==> src/rtl/fifo_mac_pkg.sv <==
// Shared types and width helpers for the MAC control sequencer.
package fifo_mac_pkg;

  typedef enum logic [1:0] {
    IDLE  = 2'd0,
    RUN   = 2'd1,
    DRAIN = 2'd2,
    OUT   = 2'd3
  } mac_seq_state_t;

  function automatic int acc_width(input int width, input int amount_of_data);
    return 32'sd2 * width + $clog2(amount_of_data);
  endfunction

  function automatic int cnt_width(input int modulo);
    return (modulo > 32'sd1) ? $clog2(modulo) : 32'sd1;
  endfunction

endpackage

==> src/rtl/mac_seq_counter.sv <==
// Modulo up-counter with synchronous clear, enable and terminal-count flag.
module mac_seq_counter #(
  parameter int MODULO = 16,
  parameter int W      = 4
) (
  input  logic         i_clk,
  input  logic         i_rst_n,
  input  logic         i_clr,
  input  logic         i_en,
  output logic [W-1:0] o_cnt,
  output logic         o_tc
);

  localparam logic [W-1:0] TC_VAL = W'(MODULO - 1);

  logic [W-1:0] r_cnt;

  // count register: clear wins over enable, wraps after the terminal value
  always_ff @(posedge i_clk or negedge i_rst_n) begin
    if (!i_rst_n) begin
      r_cnt <= '0;
    end else if (i_clr) begin
      r_cnt <= '0;
    end else if (i_en) begin
      r_cnt <= (r_cnt == TC_VAL) ? '0 : r_cnt + W'(1);
    end else begin
      r_cnt <= r_cnt;
    end
  end

  assign o_cnt = r_cnt;
  assign o_tc  = (r_cnt == TC_VAL);

endmodule

==> src/rtl/fifo_mac_sequencer.sv <==
// Joins two stream handshakes into MAC beats, frames packets and returns
// each packet's accumulated result on a valid/ready port.
module fifo_mac_sequencer
  import fifo_mac_pkg::*;
#(
  parameter  int WIDTH            = 8,
  parameter  int AMOUNT_OF_DATA   = 16,
  parameter  int AMOUNT_OF_PACKET = 4,
  parameter  int MAC_LATENCY      = 2,
  localparam int ACC_W            = acc_width(WIDTH, AMOUNT_OF_DATA),
  localparam int PKT_W            = cnt_width(AMOUNT_OF_PACKET)
) (
  input  logic             clk,
  input  logic             rst,
  input  logic             start,
  input  logic             valid_in1,
  output logic             ready_1,
  input  logic             valid_in2,
  output logic             ready_2,
  output logic             mac_en,
  output logic             mac_first,
  output logic             mac_last,
  input  logic [ACC_W-1:0] acc_in,
  output logic [ACC_W-1:0] data_o,
  output logic             valid_o,
  input  logic             ready_o,
  output logic [PKT_W-1:0] pkt_idx,
  output logic             busy,
  output logic             done
);

  localparam int BEAT_W = cnt_width(AMOUNT_OF_DATA);
  localparam int LAT_W  = cnt_width(MAC_LATENCY + 1);
  localparam logic [LAT_W-1:0] LAT_INIT = LAT_W'(MAC_LATENCY);
  localparam logic [LAT_W-1:0] LAT_ONE  = LAT_W'(1);

  mac_seq_state_t   r_state;
  logic [LAT_W-1:0] r_lat_cnt;
  logic [ACC_W-1:0] r_data_o;
  logic             r_valid_o;
  logic             r_busy;
  logic             r_done;

  logic              w_run;
  logic              w_fire;
  logic              w_launch;
  logic              w_accept;
  logic [BEAT_W-1:0] w_beat_cnt;
  logic              w_beat_tc;
  logic [PKT_W-1:0]  w_pkt_cnt;
  logic              w_pkt_tc;

  assign w_run    = (r_state == RUN);
  assign w_fire   = w_run & valid_in1 & valid_in2;
  assign w_launch = (r_state == IDLE) & start;
  assign w_accept = (r_state == OUT) & r_valid_o & ready_o;

  // Each ready looks only at the other stream's valid, so no comb loop forms upstream.
  assign ready_1   = w_run & valid_in2;
  assign ready_2   = w_run & valid_in1;
  assign mac_en    = w_fire;
  assign mac_first = w_fire & (w_beat_cnt == '0);
  assign mac_last  = w_fire & w_beat_tc;

  mac_seq_counter #(.MODULO(AMOUNT_OF_DATA), .W(BEAT_W)) u_beat_cnt (
    .i_clk   (clk),
    .i_rst_n (rst),
    .i_clr   (w_launch),
    .i_en    (w_fire),
    .o_cnt   (w_beat_cnt),
    .o_tc    (w_beat_tc)
  );

  mac_seq_counter #(.MODULO(AMOUNT_OF_PACKET), .W(PKT_W)) u_pkt_cnt (
    .i_clk   (clk),
    .i_rst_n (rst),
    .i_clr   (w_launch | (w_accept & w_pkt_tc)),
    .i_en    (w_accept),
    .o_cnt   (w_pkt_cnt),
    .o_tc    (w_pkt_tc)
  );

  // sequencing FSM with registered result, status and completion pulse
  always_ff @(posedge clk or negedge rst) begin
    if (!rst) begin
      r_state   <= IDLE;
      r_lat_cnt <= '0;
      r_data_o  <= '0;
      r_valid_o <= 1'b0;
      r_busy    <= 1'b0;
      r_done    <= 1'b0;
    end else begin
      r_done <= 1'b0;
      case (r_state)
        IDLE: begin
          if (start) begin
            r_state <= RUN;
            r_busy  <= 1'b1;
          end else begin
            r_state <= IDLE;
          end
        end
        RUN: begin
          if (w_fire && w_beat_tc) begin
            r_state   <= DRAIN;
            r_lat_cnt <= LAT_INIT;
          end else begin
            r_state <= RUN;
          end
        end
        DRAIN: begin
          // lat_cnt==1 lands exactly MAC_LATENCY cycles after the mac_last beat
          if (r_lat_cnt == LAT_ONE) begin
            r_data_o  <= acc_in;
            r_valid_o <= 1'b1;
            r_lat_cnt <= '0;
            r_state   <= OUT;
          end else begin
            r_lat_cnt <= r_lat_cnt - LAT_ONE;
          end
        end
        OUT: begin
          if (w_accept) begin
            r_valid_o <= 1'b0;
            if (w_pkt_tc) begin
              r_state <= IDLE;
              r_busy  <= 1'b0;
              r_done  <= 1'b1;
            end else begin
              r_state <= RUN;
            end
          end else begin
            r_state <= OUT;
          end
        end
        default: begin
          r_state   <= IDLE;
          r_valid_o <= 1'b0;
          r_busy    <= 1'b0;
        end
      endcase
    end
  end

  assign data_o  = r_data_o;
  assign valid_o = r_valid_o;
  assign busy    = r_busy;
  assign done    = r_done;
  assign pkt_idx = w_pkt_cnt;

endmodule

==> config.mk <==
export PLATFORM = sky130hd
export DESIGN_NAME = fifo_mac_sequencer
export DESIGN_NICKNAME = d
export VERILOG_FILES = /design/src/rtl/fifo_mac_pkg.sv /design/src/rtl/mac_seq_counter.sv /design/src/rtl/fifo_mac_sequencer.sv
export SDC_FILE = /design/constraint.sdc
export NUM_CORES = 1
export LEC_CHECK = 0
export ABC_AREA = 0
export CORE_ASPECT_RATIO = 1.75
export CORE_UTILIZATION = 45
export DETAILED_ROUTE_END_ITERATION = 10
export PLACE_DENSITY = 0.85
export SLEW_MARGIN = 25
export SYNTH_ARGS = -nofsm -noshare
export SYNTH_HDL_FRONTEND = slang
export SYNTH_SLANG_ARGS = --single-unit
==> constraint.sdc <==
create_clock -name clk -period 3.3 [get_ports clk]
set_input_delay 0.495 -clock clk [delete_from_list [all_inputs] [get_ports clk]]
set_output_delay 0.495 -clock clk [all_outputs]
set_load 0.02 [all_outputs]
==> summary.txt, run 1 <==
Status
  • Status: completed

Critical path
  • Crit path max fanout: 8
  • Reg2reg setup slack: 1.74 ns
  • Startpoint types: primary input
  • Origin of the critical flop-to-flop path: r_state[0]
  • Data required time of the critical path: 2.80 ns
  • Critical path type: in2out
  • CP Launch Point: valid_in2
  • Crit. End Element: output port
  • WP data arrival: 2.17 ns

Drt
  • Vias: 1094
  • Drt total wl: 3.38 mm
  • Drt first pass iters: 4
  • DR vias/cell: 5.06
  • WL per Instance: 15.6 um
  • Initial DRC count: 21
  • DRC errors left: 0
  • Post-route ant nets: 0

Clock tree
  • H-tree levels: 2
  • CTS max path bufs: 2
  • Root Buffer: clkbuf_8
  • Post-CTS Setup Inserts: 0
  • Clock latency on the worst-skew pair: 0.28 ns
  • Clock sinks: 33
  • Clock transition at path regs: 0.06 ns
  • TritonCTS buffer count: 5
  • CTS tree: done
  • Cells resized by post-CTS repair: 0
  • Hold Buf Count CTS: 0

STA
  • WHS: 0.504 ns
  • Rel. slew slack: 68.2%
  • Setup TNS: 0 ns
  • Setup-failing EPs final: 0
  • Hold Violations, Final: 0
  • Final Cycle Share: 80.9%
  • RSZ-0062 raised after global routing: no
  • Setup ws final: 0.631 ns
  • Final Skew: 0.00707 ns
  • Worst-Margin Slew: 0.474 ns
  • Maximum clock frequency: 375 MHz
  • Final Max Tran Viols: 0
  • Minimum clock period after layout: 2.67 ns

Placed design
  • Port bufs: 55
  • Pre-CTS WS: 0.628 ns
  • Routability cong.: 0.711
  • Placed Cells: 208
  • Detail Placement HPWL: 2.59 mm

Power and ir drop
  • Overall power: 1.24 mW
  • Worst vdd ir: 0.000374 V
  • P_leak: 1.02 nW
  • Pwr Density: 570 mW/mm^2

Final layout
  • Diode count: 0
  • Register area: 826 um^2
  • Share of cells above drive strength 1: 20.8%
  • Final layout net count: 202
  • Post-route insts no fill: 216
  • P&R area growth vs syn: 44.8%
  • Fillers: 242
  • Area of the multi-input gates: 626 um^2

Logic synthesis
  • Post-Syn Instances: 111
  • Post-Syn Area per Cell: 13.6 um^2
  • Yosys top cell by area: dfrtp_1
  • Post-synth cell types: 27
  • Top cells by area, synth: dfrtp_1, mux2_4, ha_1
  • Mapped Area: 0.00151 mm^2
  • Sequential element share of the synthesized area: 54.8%
  • Area share of the largest cell type after synthesis: 54.8%
  • Yosys Warn Count: 0
  • Syn nets: 141
  • #FFs+latches synth: 33

Global route
  • First-pass GRT wire length: 5.40 mm
  • Largest net degree at the start of global routing: 34
  • Grt ovf: 0
  • M1 GR Usage: 20.3%
  • Met2 global-route usage: 36.7%
  • GR peak layer: met2
  • Vias in the first global route: 1207
  • Initial antenna violation count: 0
  • Met3 usage: 3.91%
  • Tot GR Track Use: 20.8%

Floorplan
  • # rows: 27
  • Die ar.: 0.00359 mm^2
  • Chip width: 45.8 um
  • Core area: 0.00318 mm^2
  • I/O pins: 56
  • Die height: 78.6 um
  • Initial core utilization: 47.5%

Hold path
  • Type of the worst min-delay path: reg2reg
  • Hold Path Origin: data_o[16]

Run
  • Max-cap viol count: 0
-- state kept, by name, summed over array words and instances (netlist names) --
register and flops:
r_lat_cnt 2, done 1, u_beat_cnt.o_cnt 4, valid_o 1, r_state 2, busy 1, data_o 20, u_pkt_cnt.o_cnt 2
-- worst paths after layout --
path | endpoint | cells after the start
worst min-delay path | data_o[16] | 1
max in group asynchronous | data_o[11] | 2
worst max register to register | data_o[1] | 3
worst max-delay path | mac_last | 5
min in group asynchronous | data_o[8] | 2
worst min register to register | data_o[16] | 1
-- per-layer routing --
| layer | wire, um | share of wire, % |
|---|---|---|
| met5 | 0 | 0 |
| met2 | 1940 | 58 |
| met1 | 1160 | 34 |
| met4 | 160 | 4.7 |
| met3 | 114 | 3.4 |
-- worst max-delay path, stage by stage --
cell and delay [ns]:
clkdlybuf4s50_1 0.53, nand4b_4 0.17, or2_1 0.31, inv_2 0.07, clkdlybuf4s50_1 0.60
-- cells in the final DEF, fill, tap and decap left out --
cell type	instances
a21boi_0	2
nor4b_1	1
clkinvlp_4	1
o21ai_0	4
nand4b_4	1
clkinv_2	2
nand2_1	11
o31ai_1	1
a41oi_1	1
inv_1	7
and2b_4	1
or3_1	2
nand4_2	1
buf_4	1
a21oi_1	6
and3b_1	2
clkdlybuf4s50_1	55
nand3b_1	1
ha_1	4
a311oi_1	1
nand3_1	2
or2_1	1
dfrtp_1	33
mux2_2	1
o211ai_1	1
clkbuf_8	5
nor3b_2	1
nor2_1	2
nand2_4	1
inv_2	2
mux2_4	19
-- power breakdown --
part,switching (mW),internal [mW]
logic,0.191,0.204
registers,0.0819,0.477
clock network,0.145,0.145
total,0.417,0.827
-- logic make-up (layout without fill, tap and decap cells) --
group | count (synthesis) | in the layout | share of synthesized area (%)
fa+ha+maj | 4 | 4 | 3.32
flops | 33 | 33 | 54.8
compound gates | 16 | 16 | 6.47
simple gates | 27 | 27 | 12.0
mux | 20 | 20 | 19.7
buf+inv | 11 | 73 | 3.73
-- Yosys cell counts (all sizes together) --
cell type,n
buf,2
and2b,1
nor4b,1
a41oi,1
nor2,2
o211ai,1
nand4b,1
or2,1
ha,4
or3,2
o31ai,1
and3b,2
nand3b,1
o21ai,4
a21oi,6
dfrtp,33
nand3,2
nand4,1
a21boi,2
inv,9
nor3b,1
a311oi,1
nand2,12
mux2,20
-- metrics by stage --
stage	cell area, um^2	utilization (%)
floorplan	1510	-
global placement	2100	66.0
detailed placement	2100	66.0
CTS	2180	68.8
global route	2180	68.8
finish	2180	68.8
-- layout make-up --
| type | instances | share of cell area, % |
|---|---|---|
| flip-flops and latches | 33 | 37.8 |
| inverters | 9 | 1.55 |
| repair buffers | 56 | 25.6 |
| well taps | 43 | 2.46 |
| clock buffers | 5 | 3.15 |
| multi-input cells | 67 | 28.7 |
| clock inverters | 3 | 0.802 |
(Power assumes the default switching activity.)
==> run 2, diff against run 1 <==
--- a/config.mk
+++ b/config.mk
@@ -7,9 +7,9 @@
 export LEC_CHECK = 0
 export ABC_AREA = 0
 export CORE_ASPECT_RATIO = 1.75
-export CORE_UTILIZATION = 45
+export CORE_UTILIZATION = 39
 export DETAILED_ROUTE_END_ITERATION = 10
-export PLACE_DENSITY = 0.85
+export PLACE_DENSITY = 0.79
 export SLEW_MARGIN = 25
 export SYNTH_ARGS = -nofsm -noshare
 export SYNTH_HDL_FRONTEND = slang
==> constraint.sdc (replaced) <==
create_clock -name clk -period 2.25 [get_ports clk]
set_input_delay 0.3375 -clock clk [delete_from_list [all_inputs] [get_ports clk]]
set_output_delay 0.3375 -clock clk [all_outputs]
set_load 0.02 [all_outputs]
==> run 2 against run 1 <==
Compared with the run above:
- critical path depth stayed put
- register-to-register slack worse by 1.1 ns
- sequential power is 43% higher
- critical path type is now reg2out
- largest cell class unchanged
- largest power group unchanged
- highest routed layer unchanged
==> summary.txt, run 2 (synthesis gave the netlist of run 1 again) <==
Global route
  • Tot GR Track Use: 18.1% (-2.7 points)
  • Largest net degree at the start of global routing: 34 (unchanged)
  • Vias in the first global route: 1179 (-2.3%)
  • Initial antenna violation count: 0 (unchanged)
  • First-pass GRT wire length: 5.60 mm (+3.8%)
  • Grt ovf: 0 (unchanged)

Drt
  • DR vias/cell: 4.78 (-5.6%)
  • WL per Instance: 14.7 um (-5.8%)
  • Vias: 1066 (-2.6%)
  • Drt total wl: 3.28 mm (-2.8%)
  • Drt first pass iters: 4 (unchanged)
  • Post-route ant nets: 0 (unchanged)
  • Initial DRC count: 11 (-48%)
  • DRC errors left: 0 (unchanged)

Clock tree
  • CTS max path bufs: 2 (unchanged)
  • Hold Buf Count CTS: 0 (unchanged)
  • Post-CTS Setup Inserts: 0 (unchanged)
  • H-tree levels: 2 (unchanged)
  • TritonCTS buffer count: 5 (unchanged)
  • CTS tree: done
  • Clock transition at path regs: 0.07 ns (about the same)
  • Clock sinks: 33 (unchanged)
  • Clock latency on the worst-skew pair: 0.28 ns (about the same)
  • Root Buffer: clkbuf_8

STA
  • Hold Violations, Final: 0 (unchanged)
  • Final Max Tran Viols: 0 (unchanged)
  • Minimum clock period after layout: 2.04 ns
  • Rel. slew slack: 67.8% (-0.46 points)
  • RSZ-0062 raised after global routing: no
  • Final Cycle Share: 90.4%
  • Worst-Margin Slew: 0.481 ns (+0.00681 ns)
  • Maximum clock frequency: 491 MHz
  • Final Skew: 0.00612 ns (-0.000950 ns)
  • Setup-failing EPs final: 0 (unchanged)

Final layout
  • Diode count: 0 (unchanged)
  • Most common cell after layout, fill and taps aside: clkdlybuf4s50_1
  • Final Instance Area: 0.00223 mm^2 (+2.2%)
  • Max reg flops: 20 (unchanged)
  • Most frequent cells in the layout: clkdlybuf4s50_1, dfrtp_1, mux2_4
  • Fillers: 310 (+28%)
  • P&R area growth vs syn: 48.0%
  • Final layout net count: 206 (+2.0%)
  • Share of cells above drive strength 1: 22.6% (+1.8 points)

Placed design
  • Port bufs: 55 (unchanged)
  • Routability cong.: 0.739 (+3.9%)
  • Detail Placement HPWL: 2.47 mm (-4.9%)
  • DP Area: 0.00213 mm^2 (+1.6%)

Critical path
  • Reg2Reg Depth: 4 (+1)
  • Critical path type: reg2out
  • Crit. End Element: output port
  • WP data arrival: 1.70 ns (-0.47 ns)
  • Crit path max fanout: 5 (-3)
  • Startpoint types: register
  • Data required time of the critical path: 1.91 ns (-0.89 ns)

Power and ir drop
  • P_leak: 1.07 nW (+5.1%)
  • Overall power: 1.91 mW (+53%)
  • Worst vdd ir: 0.000652 V (+75%)
  • Pwr Density: 855 mW/mm^2 (+50%)

Floorplan
  • Core area: 0.00366 mm^2 (+15%)
  • Initial core utilization: 41.1% (-6.3 points)
  • I/O pins: 56 (unchanged)
  • Chip width: 49 um (+7.1%)
  • Die height: 84.3 um (+7.2%)
  • # rows: 29 (+7.4%)
  • Die ar.: 0.00413 mm^2 (+15%)

Status
  • Status: completed

Hold path
  • Type of the worst min-delay path: in2async

Run
  • Max-cap viol count: 0 (unchanged)
==> run 2: changes by cell type in the layout (fill, tap and decap cells not counted) <==
cell / change
clkinv_2: -1
buf_4: +4
clkbuf_8: +2
clkinvlp_4: -1
dlymetal6s2s_1: +1
clkdlybuf4s50_1: -3
dlygate4sd2_1: +2
==> run 2: through the flow <==
stage | hold WS [ns] | utilization (%) | setup slack, ns | TNS [ns] | instances
floorplan | 0.0419 | - | 0.490 | 0 | 111
global placement | 0.490 | 58.1 | 0.00169 | 0 | 215
detailed placement | 0.491 | 58.1 | -0.0396 | -0.0502 | 215
CTS | 0.472 | 60.8 | 0.0421 | 0 | 223
global route | 0.490 | 60.9 | 0.113 | 0 | 223
finish | 0.458 | 60.9 | 0.215 | 0 | 223
==> run 2: worst max-delay path, cell delays in order (launching register included) <==
cell and delay, ns:
dfrtp_1 0.42, ha_1 0.21, nand3_1 0.13, or2_1 0.27, inv_2 0.07, dlygate4sd2_1 0.32
==> run 2: layout make-up <==
| type | instances | area (um^2) | share of cell area (%) |
|---|---|---|---|
| clock buffer | 7 | 96.3 | 4.32 |
| clock inverter | 1 | 5.00 | 0.224 |
| inverter | 9 | 33.8 | 1.51 |
| multi-input combinational | 67 | 626 | 28.0 |
| sequential | 33 | 826 | 37.0 |
| tap | 46 | 57.6 | 2.58 |
| timing repair buffer | 60 | 588 | 26.3 |
==> run 2: where the power goes <==
group | switching (mW) | internal [mW] | total, mW
logic | 0.303 | 0.319 | 0.622
registers | 0.0975 | 0.700 | 0.798
clock network | 0.212 | 0.277 | 0.488
total | 0.612 | 1.30 | 1.91
==> run 2: path summary, 6_finish.rpt <==
| path | startpoint | endpoint | slack (ns) |
|---|---|---|---|
| worst max-delay path | u_beat_cnt.o_cnt[1] | mac_last | 0.21 |
| worst min-delay path | rst | data_o[5] | 0.46 |
| worst max register to register | r_state[0] | data_o[1] | 0.64 |
| worst min register to register | data_o[15] | data_o[15] | 0.51 |
| max in group asynchronous | rst | data_o[0] | 1.49 |
| min in group clk | data_o[15] | data_o[15] | 0.51 |
==> run 2: per-layer routing <==
layer	routed length [um]	global-route usage, %	share of wire (%)	vias to the layer above
met4	23	8.02	0.70	0
met2	1880	32.4	57	26
met5	0	0	0	-
li1	-	-	-	515
met3	100	4.71	3.0	2
met1	1280	19.5	39	523
==> run 2: what timing repair did <==
| item | 4_1_cts | 5_1_grt |
|---|---|---|
| gates cloned | 0 | 0 |
| setup endpoints to repair | 2 | 1 |
| hold endpoints to repair | 0 | 0 |
| resized for setup | 2 | 1 |
